--- src/rtl/register_file_if.sv ---
// Register file bus: one byte-strobed write port, two combinational read ports,
// and the bulk-clear request/busy pair.
interface register_file_if #(
  parameter int DATA_WIDTH = 32,
  parameter int ADDR_WIDTH = 5
);
  logic                    reg_write;
  logic [ADDR_WIDTH-1:0]   waddr;
  logic [DATA_WIDTH-1:0]   wdata;
  logic [DATA_WIDTH/8-1:0] wstrb;
  logic [ADDR_WIDTH-1:0]   raddr_a;
  logic [DATA_WIDTH-1:0]   rdata_a;
  logic [ADDR_WIDTH-1:0]   raddr_b;
  logic [DATA_WIDTH-1:0]   rdata_b;
  logic                    clear_req;
  logic                    busy;

  modport master (
    output reg_write, waddr, wdata, wstrb, raddr_a, raddr_b, clear_req,
    input  rdata_a, rdata_b, busy
  );

  modport slave (
    input  reg_write, waddr, wdata, wstrb, raddr_a, raddr_b, clear_req,
    output rdata_a, rdata_b, busy
  );
endinterface

--- src/rtl/register_file.sv ---
// Parametrised GPR file: byte-strobed write, two combinational read ports with
// optional write-through bypass, optional hard-wired zero entry, and a
// sequenced bulk clear that walks one entry per cycle while busy is high.
module register_file #(
  parameter int DATA_WIDTH = 32,
  parameter int ADDR_WIDTH = 5,
  parameter int ZERO_REG   = 1,
  parameter int BYPASS     = 1
) (
  input  logic            i_clk,
  input  logic            i_reset,
  register_file_if.slave  bus
);
  localparam int DEPTH  = 1 << ADDR_WIDTH;
  localparam int NBYTES = DATA_WIDTH / 8;
  localparam int NPORTS = 2;

  typedef enum logic {ST_IDLE, ST_CLEAR} state_t;

  state_t                              r_state, w_state_nxt;
  logic [ADDR_WIDTH-1:0]               r_ptr, w_ptr_nxt;
  logic                                r_busy, w_busy_nxt;
  logic [DEPTH-1:0][DATA_WIDTH-1:0]    r_mem;

  logic                                w_wr_en;
  logic [DATA_WIDTH-1:0]               w_wold;
  logic [DATA_WIDTH-1:0]               w_wmerge;
  logic [NPORTS-1:0][ADDR_WIDTH-1:0]   w_raddr;
  logic [NPORTS-1:0][DATA_WIDTH-1:0]   w_rdata;

  // A write is accepted only outside the clear sequence and never to the zero entry.
  assign w_wr_en = bus.reg_write && !r_busy &&
                   !((ZERO_REG != 0) && (bus.waddr == '0));

  // Merge strobed bytes over the current contents; this value is both what
  // gets stored and what the bypass path forwards.
  assign w_wold = r_mem[bus.waddr];
  for (genvar b = 0; b < NBYTES; b++) begin : g_byte
    assign w_wmerge[8*b +: 8] = bus.wstrb[b] ? bus.wdata[8*b +: 8] : w_wold[8*b +: 8];
  end

  // Read ports are identical; zero entry wins over bypass, bypass wins over storage.
  assign w_raddr[0] = bus.raddr_a;
  assign w_raddr[1] = bus.raddr_b;
  for (genvar p = 0; p < NPORTS; p++) begin : g_rd
    assign w_rdata[p] = ((ZERO_REG != 0) && (w_raddr[p] == '0))                ? '0       :
                        ((BYPASS != 0) && w_wr_en && (w_raddr[p] == bus.waddr)) ? w_wmerge :
                                                                                  r_mem[w_raddr[p]];
  end

  assign bus.rdata_a = w_rdata[0];
  assign bus.rdata_b = w_rdata[1];
  assign bus.busy    = r_busy;

  // Storage: the clear walk owns the array while busy, otherwise the write port does.
  always_ff @(posedge i_clk or posedge i_reset) begin
    if (i_reset) begin
      r_mem <= '0;
    end else if (r_state == ST_CLEAR) begin
      r_mem[r_ptr] <= '0;
    end else if (w_wr_en) begin
      r_mem[bus.waddr] <= w_wmerge;
    end
  end

  // Clear sequencer state register.
  always_ff @(posedge i_clk or posedge i_reset) begin
    if (i_reset) begin
      r_state <= ST_IDLE;
      r_ptr   <= '0;
      r_busy  <= 1'b0;
    end else begin
      r_state <= w_state_nxt;
      r_ptr   <= w_ptr_nxt;
      r_busy  <= w_busy_nxt;
    end
  end

  // Clear sequencer next state: one entry per cycle, stop after the last entry.
  always_comb begin
    w_state_nxt = r_state;
    w_ptr_nxt   = r_ptr;
    w_busy_nxt  = r_busy;
    case (r_state)
      ST_IDLE: begin
        if (bus.clear_req) begin
          w_state_nxt = ST_CLEAR;
          w_ptr_nxt   = '0;
          w_busy_nxt  = 1'b1;
        end
      end
      ST_CLEAR: begin
        if (r_ptr == {ADDR_WIDTH{1'b1}}) begin
          w_state_nxt = ST_IDLE;
          w_ptr_nxt   = '0;
          w_busy_nxt  = 1'b0;
        end else begin
          w_ptr_nxt   = r_ptr + 1'b1;
        end
      end
      default: begin
        w_state_nxt = ST_IDLE;
        w_ptr_nxt   = '0;
        w_busy_nxt  = 1'b0;
      end
    endcase
  end
endmodule
--- src/flat_wrapper.sv ---
// flat-port wrapper written by rule: the top's interface ports become plain ports
module register_file_flat 
#(
  parameter int DATA_WIDTH = 32,
  parameter int ADDR_WIDTH = 5,
  parameter int ZERO_REG   = 1,
  parameter int BYPASS     = 1
)
  (i_clk, i_reset, bus_reg_write, bus_waddr, bus_wdata, bus_wstrb, bus_raddr_a, bus_raddr_b, bus_clear_req, bus_rdata_a, bus_rdata_b, bus_busy);
  register_file_if #(.DATA_WIDTH(DATA_WIDTH), .ADDR_WIDTH(ADDR_WIDTH)) bus_i ();
  input  logic i_clk;
  input  logic i_reset;
  input wire logic [$bits(bus_i.reg_write)-1:0] bus_reg_write;
  input wire logic [$bits(bus_i.waddr)-1:0] bus_waddr;
  input wire logic [$bits(bus_i.wdata)-1:0] bus_wdata;
  input wire logic [$bits(bus_i.wstrb)-1:0] bus_wstrb;
  input wire logic [$bits(bus_i.raddr_a)-1:0] bus_raddr_a;
  input wire logic [$bits(bus_i.raddr_b)-1:0] bus_raddr_b;
  input wire logic [$bits(bus_i.clear_req)-1:0] bus_clear_req;
  output wire logic [$bits(bus_i.rdata_a)-1:0] bus_rdata_a;
  output wire logic [$bits(bus_i.rdata_b)-1:0] bus_rdata_b;
  output wire logic [$bits(bus_i.busy)-1:0] bus_busy;
  assign bus_i.reg_write = bus_reg_write;
  assign bus_i.waddr = bus_waddr;
  assign bus_i.wdata = bus_wdata;
  assign bus_i.wstrb = bus_wstrb;
  assign bus_i.raddr_a = bus_raddr_a;
  assign bus_i.raddr_b = bus_raddr_b;
  assign bus_i.clear_req = bus_clear_req;
  assign bus_rdata_a = bus_i.rdata_a;
  assign bus_rdata_b = bus_i.rdata_b;
  assign bus_busy = bus_i.busy;
  register_file #(.DATA_WIDTH(DATA_WIDTH), .ADDR_WIDTH(ADDR_WIDTH), .ZERO_REG(ZERO_REG), .BYPASS(BYPASS)) u_core (.i_clk(i_clk), .i_reset(i_reset), .bus(bus_i));
endmodule
--- config.mk ---
export PLATFORM = sky130hd
export DESIGN_NAME = register_file_flat
export DESIGN_NICKNAME = d
export VERILOG_FILES = /design/src/rtl/register_file_if.sv /design/src/rtl/register_file.sv /design/src/flat_wrapper.sv
export SDC_FILE = /design/constraint.sdc
export NUM_CORES = 2
export LEC_CHECK = 0
export CAP_MARGIN = 20
export CELL_PAD_IN_SITES_DETAIL_PLACEMENT = 1
export CELL_PAD_IN_SITES_GLOBAL_PLACEMENT = 2
export CORE_MARGIN = 1
export CORE_UTILIZATION = 38
export CTS_BUF_LIST = sky130_fd_sc_hd__clkbuf_8
export DETAILED_ROUTE_END_ITERATION = 10
export DONT_BUFFER_PORTS = 1
export GPL_TIMING_DRIVEN = 0
export PLACE_DENSITY_LB_ADDON = 0.1
export SETUP_SLACK_MARGIN = 0.2
export SYNTH_ARGS = -nofsm -noshare
export SYNTH_HDL_FRONTEND = slang
export SYNTH_SLANG_ARGS = --single-unit
export TNS_END_PERCENT = 50
--- constraint.sdc ---
create_clock -name i_clk -period 69.9 [get_ports i_clk]
set_input_delay 13.98 -clock i_clk [delete_from_list [all_inputs] [get_ports i_clk]]
set_output_delay 13.98 -clock i_clk [all_outputs]
set_load 0.02 [all_outputs]
[Yosys cells after proc, flatten, opt, wreduce, memory -nomap -nowiden]
Cells that the tools add are included.
W data, S select, Z words.
Word-level totals
  register bits: 1031
  input bits: 55
  output and inout port bits: 65
  logic and storage cells: 93
Cells by class
  add/subtract/negate cells: 1
  $lt $le $gt $ge: 6
  equal/unequal tests: 5
  muxes and demuxes: 30
  bitwise gates (word level): 3
  reductions and logical operators: 13
Operators with widths (count)
  $mux W1024: 2
  $and A1024 B1024 Y1024: 1
  $bwmux W1024: 1
  $not A1024 Y1024: 1
  $bmux W32 S5: 3
  $demux W32 S5: 2
  $mux W32: 9
  $mux W8: 4
  $lt A5 B6 Y1 const B: 4
  $logic_not A5 Y1: 3
  $eq A5 B5 Y1: 2
  $ge A5 B1 Y1 const B: 2
  $mux W5: 2
  $pmux W5 S2: 1
  $logic_and A1 B1 Y1: 6
  $add A5 B1 Y5 const B: 1
  $eq A5 B5 Y1 const B: 1
  $mux W1: 4
  $ne A2 B2 Y1 const B: 2
  $pmux W1 S2: 2
  $logic_not A1 Y1: 2
  $reduce_and A2 Y1: 1
  $reduce_bool A2 Y1: 1
  $not A1 Y1: 1

[Longest topological paths before layout]
  depth in word-level cells: 7
  gate-level depth with buffers: 13
  mapped depth without buffers: 6

[Worst setup path before layout]
Ideal clock, no wire load.
  kind: input port to output port
  from: in bus_raddr_b[0]
  to: out bus_rdata_b[10]
  arrival time: 16.348 ns
  required time: 55.920 ns
  setup slack: 39.572 ns
  stages on the path: 6
  buffers on the path: 3
  cell sequence: buf_2 > buf_2 > buf_1 > mux4_2 > mux4_2 > a221o_1
On the way
  word-level cells in the longest chain between the ends: 4
  elaborated cells on any way between the ends: 7
  those cells by class: 1 x eq/ne; 4 x mux; 2 x reduce/logical
RTL lines
  start: declaration: RTL line flat_wrapper.sv:18  | input wire logic [$bits(bus_i.raddr_b)-1:0] bus_raddr_b;
  $bmux W32 S5 or $eq A5 B5 Y1 (tied branches): RTL line register_file.sv:48, register_file.sv:47
  $mux W32 (implied by the code) or $logic_and A1 B1 Y1 (tied branches): RTL line register_file.sv:48, register_file.sv:47
  $mux W32: RTL line register_file.sv:47  | ((BYPASS != 0) && w_wr_en && (w_raddr[p] == bus.waddr)) ? w_wmerge :
  $mux W32 *: RTL line register_file.sv:46  | assign w_rdata[p] = ((ZERO_REG != 0) && (w_raddr[p] == '0)) ? '0 :
  end: declaration: RTL line flat_wrapper.sv:21  | output wire logic [$bits(bus_i.rdata_b)-1:0] bus_rdata_b;
Mark *: on every way between the ends. The rest lies on a longest branch, timed or not. The select of a mux whose other input is x is not followed.

[Final worst setup path]
  from: in bus_raddr_b[0]
  to: out bus_rdata_b[27]
Same word-level chain as after synthesis.

==> results.yml <==
synthesis:
  synth_ff_type: "dfrtp_1"
  ys_async_sr_fraction_pct: 100.0
  synth_cell_types: 93
  synth_enable_flop_cells: 0
  yosysWarnings: 0
  ys_seq_area_share_pct: 40.59
  yosys.area.top_type: "dfrtp_1"
  synth_top_area_share_pct: 40.59
  ys_seq_elements: 1031
  avgSynthCellArea_sq_um: 12.06
  synth_nets: 5330
  synth_area_sq_um: 63560
  ys_top_cells_by_area: "dfrtp_1, mux4_2, a22o_1"
  synthCells: 5270
drt:
  drt_iter0_drc: 11830
  firstDrtPassIters: 9
  wl_per_cell_um: 57.80
  vias: 62400
  drtAntennaViolNets: 0
  viasPerCell: 7.856
  drc: 0
  wirelength_mm: 459.1
global_route:
  grt_max_degree: 124
  antenna_found_initial: 57
  grt_usage_pct: 53.50
  grt_pass1_vias: 57310
  grt_pass1_wl_mm: 585.3
  gr-total-overflow: 0
worst_setup_path:
  critPathMaxFanout: 10
  worstSetupStartpointType: "input port"
  critical_path_class: "input port to output pin"
  required_ns: 55.92
  endpoint_kind: "output pin"
  reg2reg_depth: 7
  arrival_ns: 19.45
clocking:
  clk_pin_slew_ns: 0.06
  cts_hold_buf: 0
  cts_setup_buffers: 0
  cts.sinks: 1031
  insertion_delay_ns: 1.04
  cts_buffer_depth: 3
  cts_tree: "yes"
  numCtsBuffers: 194
  clock-root-buffer: "clkbuf_8"
  ctsResizeCount: 0
  htree_levels: 4
outcome:
  outcome: "finished, final reports clean"
timing:
  worstMarginPinSlew_ns: 1.433
  slew_violations: 0
  finalSetupViolCount: 0
  setup-tns-final_ns: 0
  rsz0062_at_grt: "false"
  fmax_mhz: 29.92
  period_share_pct: 47.82
  timing.final.ws_setup_ns: 36.47
  fin_hold_ws_ns: 0.5301
  hold_viol: 0
  min_period_ns: 33.43
  slew_headroom_pct: 3.599
  skew_ns: 0.06449
placement:
  dp.final_hpwl_mm: 347.4
  post-place-ws_ns: 37.13
  port_buffers: 0
  place_congestion: 1.090
  placedInstanceArea_sq_um: 67780
die:
  die_width_um: 411.0
  row_count: 149
  io_pins: 120
  floorplan.initialDensity_pct: 38.40
  die_height_um: 411.0
  die-area_sq_um: 168900
  fp.coreArea_sq_um: 165500
cells_and_area:
  area_delta_synth_final_pct: 13.28
  final_layout_size_suffix_gt1_share_pct: 23.41
  design_area_sq_um: 72010
  nets: 5615
run:
  drv_cap: 0
power:
  total_leakage_power_nw: 30.54
  powerDensity_nw_per_um2: 23.02
  peakVddDrop_uv: 25.19
hold_path:
  hold_class: "flip-flop to flip-flop"
  hold_depth: 2
[stage by stage]
stage	instances	power, mW	util, %
after CTS	7888	1.619	43.37
after global routing	7911	1.665	43.45
after floorplan	5270	0.8016	-
after global placement	7459	0.9778	40.05
after detailed placement	7540	0.9893	40.94
final	7943	1.658	43.50
[final cells by class]
cell class                 instances  area, sq um
inverter                          21        86.33
buffer                           620         3262
clock buffer                     248         3413
antenna                           47        117.6
tap                             2189         2739
fill                           17420        93540
timing repair buffer              89         1469
multi-input combinational       3598        34520
clock inverter                   100        598.1
sequential                      1031        25800
[cells in the mapped netlist, types with 6 or more instances]
cell type / instances
a211o_1: 9
a211oi_2: 6
a21o_1: 7
a21oi_1: 138
a21oi_2: 6
a221o_1: 45
a221oi_1: 147
a22o_1: 618
a22oi_1: 67
a31oi_1: 19
a31oi_4: 6
and2_1: 39
and3_1: 27
buf_1: 30
buf_2: 118
buf_4: 75
buf_6: 44
clkbuf_1: 344
dfrtp_1: 1031
inv_1: 14
mux2i_1: 481
mux4_2: 583
nand2_1: 455
nand2b_1: 36
nand3_1: 38
nor2_1: 115
nor2b_1: 9
nor3_1: 62
nor4_1: 6
o211ai_1: 22
o21a_1: 9
o21ai_0: 440
o21ai_1: 6
o221a_2: 6
o221ai_1: 9
o22a_1: 7
o22ai_1: 48
o32ai_1: 9
xnor2_1: 10
[cells in the final DEF (no fill, tap or decap), drive strengths merged, types with 6 or more instances in the layout]
cell type / count
o21ai: 446
nand2: 455
o221ai: 9
o21a: 9
and2: 41
a31oi: 28
o211ai: 22
a221o: 45
nor3: 62
a21oi: 144
o22a: 7
nand2b: 36
nor2b: 9
clkinvlp: 7
o22ai: 48
and3: 27
nor2: 117
or2: 6
xnor2: 10
dfrtp: 1031
a22oi: 67
diode: 47
a211o: 9
nand3: 38
clkinv: 34
a211oi: 11
a21o: 7
mux2i: 481
inv: 75
o32ai: 9
clkbuf: 595
a2bb2oi: 6
a22o: 618
mux4: 584
buf: 362
nor4: 9
o221a: 6
a221oi: 152
[state kept, by name, indices dropped and copies added, names as in the netlist]
name,flops
u_core.r_state,1
u_core.bus.busy,1
u_core.r_ptr,5
u_core.r_mem,1024
[where the power goes]
group,switching [mW],total [mW],internal (mW)
Sequential,0.0252,0.639,0.614
Clock,0.307,0.643,0.336
Combinational,0.288,0.376,0.0885
Total,0.620,1.66,1.04
[layer usage]
layer | track usage [%] | vias up | wire, um
met1 | 68.98 | 33100 | 175900
met3 | 38.78 | 1362 | 89330
met5 | 5.596 | - | 1716
li1 | - | 21550 | -
met2 | 63.98 | 6322 | 164500
met4 | 26.34 | 71 | 27680
[critical path: stages]
cell and delay, ns:
buf_2 0.38, buf_2 0.59, buf_4 0.68, buf_4 0.55
buf_4 0.58, mux2i_1 0.15, a221oi_1 0.86, a21oi_1 0.14
o21ai_0 0.48, o211ai_1 0.54, nand2_1 0.42
[worst paths after layout]
check	to	startpoint	slack, ns
worst max-delay path	bus_rdata_b[27]	bus_raddr_b[0]	36.47
worst min-delay path	u_core.r_mem[729]	u_core.r_mem[729]	0.53
worst max register to register	u_core.r_mem[821]	u_core.bus.busy	65.03
worst min register to register	u_core.r_mem[729]	u_core.r_mem[729]	0.53
max in group asynchronous	u_core.r_mem[589]	i_reset	54.23
min in group asynchronous	u_core.r_mem[248]	i_reset	12.95
[cell families (layout without fill, tap and decap cells)]
group           count (synthesis)  in the layout  synth area share, %
mux                          1068           1068                28.32
fa+ha+maj                       5              5              0.09842
flops                        1031           1031                40.59
compound gates               1678           1678                19.70
simple gates                  835            835                5.964
other cells                     0             47                    0
xor+xnor                       12             12               0.1653
buf+inv                       641           1078                5.163
Note: power is estimated with default switching activity, not from simulation.
